--- config.mk ---
export PLATFORM = sky130hd
export DESIGN_NAME = lsu_ctrl_flat
export DESIGN_NICKNAME = d
export VERILOG_FILES = /design/src/rtl/lsu_ctrl_if.sv /design/src/rtl/lsu_ctrl.sv /design/src/flat_wrapper.sv
export SDC_FILE = /design/constraint.sdc
export NUM_CORES = 1
export LEC_CHECK = 0
export CAP_MARGIN = 0
export CORE_MARGIN = 2
export CORE_UTILIZATION = 41
export CTS_BUF_LIST = sky130_fd_sc_hd__clkbuf_8
export DETAILED_ROUTE_END_ITERATION = 8
export PLACE_DENSITY = 0.82
export SETUP_SLACK_MARGIN = 0.1
export SLEW_MARGIN = 10
export SYNTH_ARGS = -nofsm -noshare
export SYNTH_HDL_FRONTEND = slang
export SYNTH_SLANG_ARGS = --single-unit
--- constraint.sdc ---
create_clock -name clk -period 2.2 [get_ports clk]
set_input_delay 0.66 -clock clk [delete_from_list [all_inputs] [get_ports clk]]
set_output_delay 0.66 -clock clk [all_outputs]
set_load 0.005 [all_outputs]
--- src/rtl/lsu_ctrl_if.sv ---
// Core request, data-memory port and response bundle for the load/store unit.
// slave = the controller, master = the core/memory environment around it.
interface lsu_ctrl_if;
    logic        req_valid;
    logic        req_ready;
    logic        req_we;
    logic [1:0]  req_width;
    logic        req_unsigned;
    logic [31:0] req_addr;
    logic [31:0] req_wdata;
    logic        mem_req;
    logic        mem_we;
    logic [31:0] mem_addr;
    logic [3:0]  mem_be;
    logic [31:0] mem_wdata;
    logic        mem_gnt;
    logic        mem_rvalid;
    logic [31:0] mem_rdata;
    logic        rsp_valid;
    logic [31:0] rsp_rdata;
    logic        rsp_err;

    modport slave (
        input  req_valid, req_we, req_width, req_unsigned,
        input  req_addr, req_wdata,
        output req_ready,
        output mem_req, mem_we, mem_addr, mem_be, mem_wdata,
        input  mem_gnt, mem_rvalid, mem_rdata,
        output rsp_valid, rsp_rdata, rsp_err
    );

    modport master (
        output req_valid, req_we, req_width, req_unsigned,
        output req_addr, req_wdata,
        input  req_ready,
        input  mem_req, mem_we, mem_addr, mem_be, mem_wdata,
        output mem_gnt, mem_rvalid, mem_rdata,
        input  rsp_valid, rsp_rdata, rsp_err
    );
endinterface

--- src/rtl/lsu_ctrl.sv ---
// Load/store sequencer: alignment check, lane steering, one access in flight,
// load extraction/extension and a per-phase memory timeout.
module lsu_ctrl #(
    parameter int TIMEOUT_CYCLES = 16
) (
    input logic      clk,
    input logic      rst_n,
    lsu_ctrl_if.slave bus
);
    localparam int CW = (TIMEOUT_CYCLES > 1) ? $clog2(TIMEOUT_CYCLES) : 1;
    localparam logic [CW-1:0] TLIM = CW'(TIMEOUT_CYCLES - 1);

    typedef enum logic [1:0] {IDLE, REQ, WAIT, RESP} state_t;

    state_t      state, state_n;
    logic        we_q, uns_q, err_q;
    logic [1:0]  width_q, lane_q;
    logic [31:0] addr_q, wd_q, rdata_q;
    logic [3:0]  be_q;
    logic [CW-1:0] cnt;

    logic        accept, misalign, tmo, err_n;
    logic [3:0]  be_c;
    logic [31:0] wd_c, rsh, ext_c;

    assign accept = (state == IDLE) && bus.req_valid;
    assign tmo    = (TIMEOUT_CYCLES != 0) && (cnt == TLIM);

    always_comb begin
        misalign = 1'b1;
        be_c     = 4'b1111;
        wd_c     = bus.req_wdata;
        unique case (bus.req_width)
            2'b00: begin
                misalign = 1'b0;
                be_c     = 4'b0001 << bus.req_addr[1:0];
                wd_c     = 32'(bus.req_wdata[7:0]) << {bus.req_addr[1:0], 3'b000};
            end
            2'b01: begin
                misalign = bus.req_addr[0];
                be_c     = 4'b0011 << {bus.req_addr[1], 1'b0};
                wd_c     = 32'(bus.req_wdata[15:0]) << {bus.req_addr[1], 4'b0000};
            end
            2'b10: misalign = |bus.req_addr[1:0];
            default: misalign = 1'b1;
        endcase
    end

    always_comb begin
        rsh   = bus.mem_rdata >> {lane_q, 3'b000};
        ext_c = bus.mem_rdata;
        unique case (width_q)
            2'b00: ext_c = uns_q ? {24'b0, rsh[7:0]} : {{24{rsh[7]}}, rsh[7:0]};
            2'b01: ext_c = uns_q ? {16'b0, rsh[15:0]} : {{16{rsh[15]}}, rsh[15:0]};
            default: ext_c = bus.mem_rdata;
        endcase
    end

    always_comb begin
        state_n = state;
        err_n   = 1'b0;
        unique case (state)
            IDLE: if (bus.req_valid) begin
                state_n = misalign ? RESP : REQ;
                err_n   = misalign;
            end
            REQ: if (bus.mem_gnt) begin
                state_n = we_q ? RESP : WAIT;
            end else if (tmo) begin
                state_n = RESP;
                err_n   = 1'b1;
            end
            WAIT: if (bus.mem_rvalid) begin
                state_n = RESP;
            end else if (tmo) begin
                state_n = RESP;
                err_n   = 1'b1;
            end
            RESP: state_n = IDLE;
            default: state_n = IDLE;
        endcase
    end

    always_ff @(posedge clk or negedge rst_n) begin
        if (!rst_n) state <= IDLE;
        else        state <= state_n;
    end

    always_ff @(posedge clk or negedge rst_n) begin
        if (!rst_n) begin
            we_q    <= 1'b0;
            uns_q   <= 1'b0;
            width_q <= 2'b00;
            lane_q  <= 2'b00;
            addr_q  <= '0;
            be_q    <= '0;
            wd_q    <= '0;
            err_q   <= 1'b0;
            rdata_q <= '0;
            cnt     <= '0;
        end else begin
            if (accept) begin
                we_q    <= bus.req_we;
                uns_q   <= bus.req_unsigned;
                width_q <= bus.req_width;
                lane_q  <= bus.req_addr[1:0];
                addr_q  <= {bus.req_addr[31:2], 2'b00};
                be_q    <= be_c;
                wd_q    <= wd_c;
            end
            // WAIT leaving without error can only mean rvalid arrived
            if (state != RESP && state_n == RESP) begin
                err_q   <= err_n;
                rdata_q <= (state == WAIT && !err_n) ? ext_c : '0;
            end
            if ((state_n == REQ && state != REQ) ||
                (state_n == WAIT && state != WAIT))
                cnt <= '0;
            else if (state == REQ || state == WAIT)
                cnt <= cnt + 1'b1;
        end
    end

    assign bus.req_ready = (state == IDLE);
    assign bus.mem_req   = (state == REQ);
    assign bus.mem_we    = (state == REQ) && we_q;
    assign bus.mem_addr  = addr_q;
    assign bus.mem_be    = be_q;
    assign bus.mem_wdata = wd_q;
    assign bus.rsp_valid = (state == RESP);
    assign bus.rsp_rdata = rdata_q;
    assign bus.rsp_err   = (state == RESP) && err_q;
endmodule

--- src/flat_wrapper.sv ---
// flat-port wrapper written by rule: the top's interface ports become plain ports
module lsu_ctrl_flat 
#(
    parameter int TIMEOUT_CYCLES = 16
)
  (clk, rst_n, bus_req_valid, bus_req_we, bus_req_width, bus_req_unsigned, bus_req_addr, bus_req_wdata, bus_req_ready, bus_mem_req, bus_mem_we, bus_mem_addr, bus_mem_be, bus_mem_wdata, bus_mem_gnt, bus_mem_rvalid, bus_mem_rdata, bus_rsp_valid, bus_rsp_rdata, bus_rsp_err);
  lsu_ctrl_if bus_i ();
  input logic clk;
  input logic rst_n;
  input wire logic [$bits(bus_i.req_valid)-1:0] bus_req_valid;
  input wire logic [$bits(bus_i.req_we)-1:0] bus_req_we;
  input wire logic [$bits(bus_i.req_width)-1:0] bus_req_width;
  input wire logic [$bits(bus_i.req_unsigned)-1:0] bus_req_unsigned;
  input wire logic [$bits(bus_i.req_addr)-1:0] bus_req_addr;
  input wire logic [$bits(bus_i.req_wdata)-1:0] bus_req_wdata;
  output wire logic [$bits(bus_i.req_ready)-1:0] bus_req_ready;
  output wire logic [$bits(bus_i.mem_req)-1:0] bus_mem_req;
  output wire logic [$bits(bus_i.mem_we)-1:0] bus_mem_we;
  output wire logic [$bits(bus_i.mem_addr)-1:0] bus_mem_addr;
  output wire logic [$bits(bus_i.mem_be)-1:0] bus_mem_be;
  output wire logic [$bits(bus_i.mem_wdata)-1:0] bus_mem_wdata;
  input wire logic [$bits(bus_i.mem_gnt)-1:0] bus_mem_gnt;
  input wire logic [$bits(bus_i.mem_rvalid)-1:0] bus_mem_rvalid;
  input wire logic [$bits(bus_i.mem_rdata)-1:0] bus_mem_rdata;
  output wire logic [$bits(bus_i.rsp_valid)-1:0] bus_rsp_valid;
  output wire logic [$bits(bus_i.rsp_rdata)-1:0] bus_rsp_rdata;
  output wire logic [$bits(bus_i.rsp_err)-1:0] bus_rsp_err;
  assign bus_i.req_valid = bus_req_valid;
  assign bus_i.req_we = bus_req_we;
  assign bus_i.req_width = bus_req_width;
  assign bus_i.req_unsigned = bus_req_unsigned;
  assign bus_i.req_addr = bus_req_addr;
  assign bus_i.req_wdata = bus_req_wdata;
  assign bus_req_ready = bus_i.req_ready;
  assign bus_mem_req = bus_i.mem_req;
  assign bus_mem_we = bus_i.mem_we;
  assign bus_mem_addr = bus_i.mem_addr;
  assign bus_mem_be = bus_i.mem_be;
  assign bus_mem_wdata = bus_i.mem_wdata;
  assign bus_i.mem_gnt = bus_mem_gnt;
  assign bus_i.mem_rvalid = bus_mem_rvalid;
  assign bus_i.mem_rdata = bus_mem_rdata;
  assign bus_rsp_valid = bus_i.rsp_valid;
  assign bus_rsp_rdata = bus_i.rsp_rdata;
  assign bus_rsp_err = bus_i.rsp_err;
  lsu_ctrl #(.TIMEOUT_CYCLES(TIMEOUT_CYCLES)) u_core (.clk(clk), .rst_n(rst_n), .bus(bus_i));
endmodule
==> impl_table.tex <==
\begin{tabular}{lr}
\hline
Metric & Value \\
\hline
\multicolumn{2}{l}{\textbf{Placement}} \\
\quad Number of buffer cells added on primary ports & 207 \\
\quad Number of instances in the placed design & 966 \\
\quad Pre-CTS setup slack & -532.3 ps \\
\quad Gp weighted congestion & 0.8593 \\
\quad DP Wirelength & 13,570 um \\
\multicolumn{2}{l}{\textbf{Global routing}} \\
\quad Met1 usage in global routing & 31.40\% \\
\quad Routing layer with the top usage in global route & met2 \\
\quad Global Route Usage Sum & 26.71\% \\
\quad Overflow left after global routing & 0 \\
\quad Global Route met2 Usage & 45.65\% \\
\quad Met3 usage in global routing & 7.759\% \\
\quad Via count of the first global-routing pass & 5,561 \\
\quad Wire length of the first global-routing pass & 29,500 um \\
\quad Pin count of the biggest net entering global routing & 53 \\
\quad Initial antenna violation count & 0 \\
\multicolumn{2}{l}{\textbf{Power}} \\
\quad Internal power component & 0.007659 W \\
\quad Clock power share & 10.0\% \\
\quad Switching part of the total power & 36.42\% \\
\quad Switching power & 0.004388 W \\
\quad Maximum vdd drop & 724.7 uV \\
\quad P\_leak & 3.921 nW \\
\quad Areal power density over the cells & 1392 mW/mm\^{}2 \\
\quad Combinational fraction of design power & 60.5\% \\
\quad Overall Power & 0.01205 W \\
\quad Sequential cell fraction of total power & 29.5\% \\
\multicolumn{2}{l}{\textbf{Routing}} \\
\quad Pre-Repair DR Iteration Count & 4 \\
\quad Routed Antenna Nets & 0 \\
\quad DRC viols & 0 \\
\quad Routed wirelength normalized by instance count & 18.61 um \\
\quad Number of design-rule violations left by the first detailed-router iteration & 330 \\
\quad Post-detailed-routing wire length & 18,510 um \\
\quad Via count & 5,333 \\
\quad Vias per cell & 5.360 \\
\multicolumn{2}{l}{\textbf{Logic synthesis}} \\
\quad Ranking of synthesized cells by area & sky130\_fd\_sc\_hd\_\_dfrtp\_1, sky130\_fd\_sc\_hd\_\_nand2\_1, sky130\_fd\_sc\_hd\_\_nor2\_1 \\
\quad Gate count of the mapped netlist & 571 \\
\quad Post-synthesis register bit count & 111 \\
\quad Post-synthesis cell type with the largest combined area & sky130\_fd\_sc\_hd\_\_dfrtp\_1 \\
\quad Yosys Warn Count & 0 \\
\quad Post-synth cell types & 48 \\
\quad Number of flops mapped to enable cells by yosys & 0 \\
\quad Share of flip-flops with an asynchronous set or reset & 100.0\% \\
\quad Area of the mapped netlist & 0.005405 sq mm \\
\quad Sequential area share after synthesis & 51.39\% \\
\quad Fraction of synthesized cell area taken by the top area cell type & 51.39\% \\
\quad Mean Syn Cell Area & 9.466 sq um \\
\quad Primary FF master, synth & sky130\_fd\_sc\_hd\_\_dfrtp\_1 \\
\multicolumn{2}{l}{\textbf{Timing}} \\
\quad Final number of max-transition violations & 0 \\
\quad Slew at the pin closest to its max-slew limit & 703.6 ps \\
\quad Final critical path time including I/O delays and setup & 2302 ps \\
\quad Max transition margin & 52.89\% \\
\quad Highest attainable clock frequency & 434.5 MHz \\
\quad Final setup margin & -101.6 ps \\
\quad Final Hold Viols & 0 \\
\quad Final Cycle Share & 104.6\% \\
\quad Final-layout worst hold slack & 141.9 ps \\
\quad Setup violations, final & 33 \\
\quad RSZ-0062 raised after global routing & yes \\
\quad Worst clock skew on the final layout & 4.939 ps \\
\multicolumn{2}{l}{\textbf{Floorplanning}} \\
\quad Count of pins on the block boundary & 210 \\
\quad Effective utilization at floorplan & 42.49\% \\
\quad Row count & 41 \\
\quad Overall die width & 118.8 um \\
\quad Die Outline Area & 0.01412 sq mm \\
\quad Die Y & 118.8 um \\
\quad Core region area & 0.01272 sq mm \\
\multicolumn{2}{l}{\textbf{Status}} \\
\quad Run status & complete, but fails checks \\
\quad Violations in the final reports & setup timing \\
\multicolumn{2}{l}{\textbf{Clock tree}} \\
\quad H-tree Lvls & 3 \\
\quad Cell at the root of the clock tree & sky130\_fd\_sc\_hd\_\_clkbuf\_8 \\
\quad TritonCTS clock tree & done \\
\quad Clock sink count & 111 \\
\quad Post-CTS clock slew at the launch and capture registers of the worst setup and hold paths & 100 ps \\
\quad Number of hold buffers added after cts & 0 \\
\quad Clock buffer depth & 2 \\
\quad CTS buffer count & 9 \\
\quad Worst skew pair latency & 390 ps \\
\multicolumn{2}{l}{\textbf{Critical path}} \\
\quad Largest fanout on the critical path & 6 \\
\quad Crit path buffers/inverters & 5 \\
\quad Kind of launch point of the worst setup path & register \\
\quad Depth of the worst register-to-register path & 11 \\
\quad Cell mode on critical path & sky130\_fd\_sc\_hd\_\_buf\_6 \\
\quad Crit path arrival time & 2580 ps \\
\quad WP data required & 2480 ps \\
\quad Critical path capture point type & register \\
\quad Top cell family by delay on the critical path & buffers and inverters \\
\quad Classification of the worst setup path & register to register \\
\quad Largest stage delay, worst path & 430 ps \\
\quad Critical-path cell list & inv\_2 -> buf\_6 -> ha\_4 -> buf\_6 -> nor2\_4 -> o32ai\_2 -> a221o\_1 -> nand3b\_4 -> buf\_12 -> buf\_16 -> mux2\_4 \\
\quad Instance count on the critical path & 11 \\
\quad Slowest cell on the critical path & sky130\_fd\_sc\_hd\_\_dfrtp\_1 \\
\multicolumn{2}{l}{\textbf{Final layout}} \\
\quad Final core occ & 68.03\% \\
\quad Most frequent standard cell in the layout excluding fill and tap cells & sky130\_fd\_sc\_hd\_\_clkdlybuf4s50\_1 \\
\quad Antenna fix cells & 0 \\
\quad Filler-free cell count of the finished design & 995 \\
\quad Layout net count & 932 \\
\quad Most used cells in the layout excluding fill and tap cells & sky130\_fd\_sc\_hd\_\_clkdlybuf4s50\_1, sky130\_fd\_sc\_hd\_\_nand2\_1, sky130\_fd\_sc\_hd\_\_dfrtp\_1 \\
\quad Filler Cell Count & 994 \\
\quad Layout cell share with drive strength beyond 1 & 17.74\% \\
\quad Synthesis-to-layout area growth & 60.12\% \\
\multicolumn{2}{l}{\textbf{Run}} \\
\quad Number of maximum-capacitance violations & 0 \\
\multicolumn{2}{l}{\textbf{Hold path}} \\
\quad Kind of path behind the tightest hold check & input port to async pin \\
\hline
\end{tabular}
registers in the layout, indices dropped and copies added (netlist names):
signal	flops
u_core.lane_q	2
u_core.uns_q	1
u_core.we_q	1
u_core.bus.mem_be	4
u_core.cnt	4
u_core.bus.rsp_rdata	32
u_core.bus.mem_wdata	32
u_core.err_q	1
u_core.state	2
u_core.bus.mem_addr	30
u_core.width_q	2
through the flow:
| step | TNS (ps) | area, sq um |
|---|---|---|
| 6_report | -2201 | 8655 |
| 5_1_grt | -4309 | 8655 |
| 4_1_cts | -860.8 | 8610 |
| 3_5_place_dp | -28640 | 8130 |
| 3_3_place_gp | -24500 | 8130 |
| 2_1_floorplan | 0 | 5548 |
power groups by stage:
stage	sequential, W	combinational, W	clock, W
3_5_place_dp	0.00357	0.00638	0
3_3_place_gp	0.00352	0.00616	0
5_1_grt	0.00365	0.00784	0.00131
4_1_cts	0.00355	0.00718	0.00122
2_1_floorplan	0.00354	0.00312	0
6_report	0.00355	0.00729	0.00120
layout make-up:
type	count	area, sq um	area share, %
Sequential cell	111	2779	32.11
Timing Repair Buffer	275	2769	31.99
Multi-Input combinational cell	408	2659	30.72
Tap cell	172	215.2	2.487
Clock buffer	9	123.9	1.431
Inverter	16	60.06	0.6939
Clock inverter	4	48.80	0.5638
synthesized netlist by cell type (7+ instances only):
library cell and instances:
sky130_fd_sc_hd__nand2_1 132, sky130_fd_sc_hd__mux2i_1 18, sky130_fd_sc_hd__inv_1 15, sky130_fd_sc_hd__o221ai_1 8, sky130_fd_sc_hd__nor3_1 12, sky130_fd_sc_hd__a221oi_1 24, sky130_fd_sc_hd__nor2_1 66, sky130_fd_sc_hd__a21oi_1 35
sky130_fd_sc_hd__nand3b_1 7, sky130_fd_sc_hd__mux2_1 15, sky130_fd_sc_hd__o211ai_1 9, sky130_fd_sc_hd__o21ai_0 14, sky130_fd_sc_hd__dfrtp_1 111, sky130_fd_sc_hd__a22o_1 8, sky130_fd_sc_hd__mux2_2 11, sky130_fd_sc_hd__clkbuf_1 24
routing by layer:
metal / up-vias / wire [um]
met3: 29 / 1504
met5: - / 0
met2: 250 / 9302
met4: 0 / 462
li1: 2469 / -
met1: 2585 / 7244
timing repair:
item	CTS	global route
pin swaps	11	6
endpoints found under the setup margin	58	53
resized for setup	55	17
buffers inserted	15	2
cloned	1	0
cells by family (layout without fill, tap and decap cells):
family / count (synthesis) / in the layout / synth area share (%)
xor+xnor: 3 / 3 / 0.4862
mux: 45 / 45 / 9.167
fa+ha+maj: 6 / 6 / 1.389
flops: 111 / 111 / 51.39
compound gates: 112 / 112 / 14.58
simple gates: 240 / 240 / 18.70
other cells: 1 / 2 / 0.06938
buf+inv: 53 / 304 / 4.213
final timing paths:
check / start / to / slack [ps]
setup reg to reg: u_core.state[1] / u_core.bus.rsp_rdata[22] / -100
min in group clk: u_core.bus.mem_be[2] / u_core.bus.mem_be[2] / 470
hold / removal: rst_n / u_core.bus.rsp_rdata[11] / 140
setup / recovery: u_core.state[1] / u_core.bus.rsp_rdata[22] / -100
hold reg to reg: u_core.bus.mem_be[2] / u_core.bus.mem_be[2] / 470
max in group asynchronous: rst_n / u_core.bus.mem_addr[13] / 1490
(Power assumes the default switching activity.)
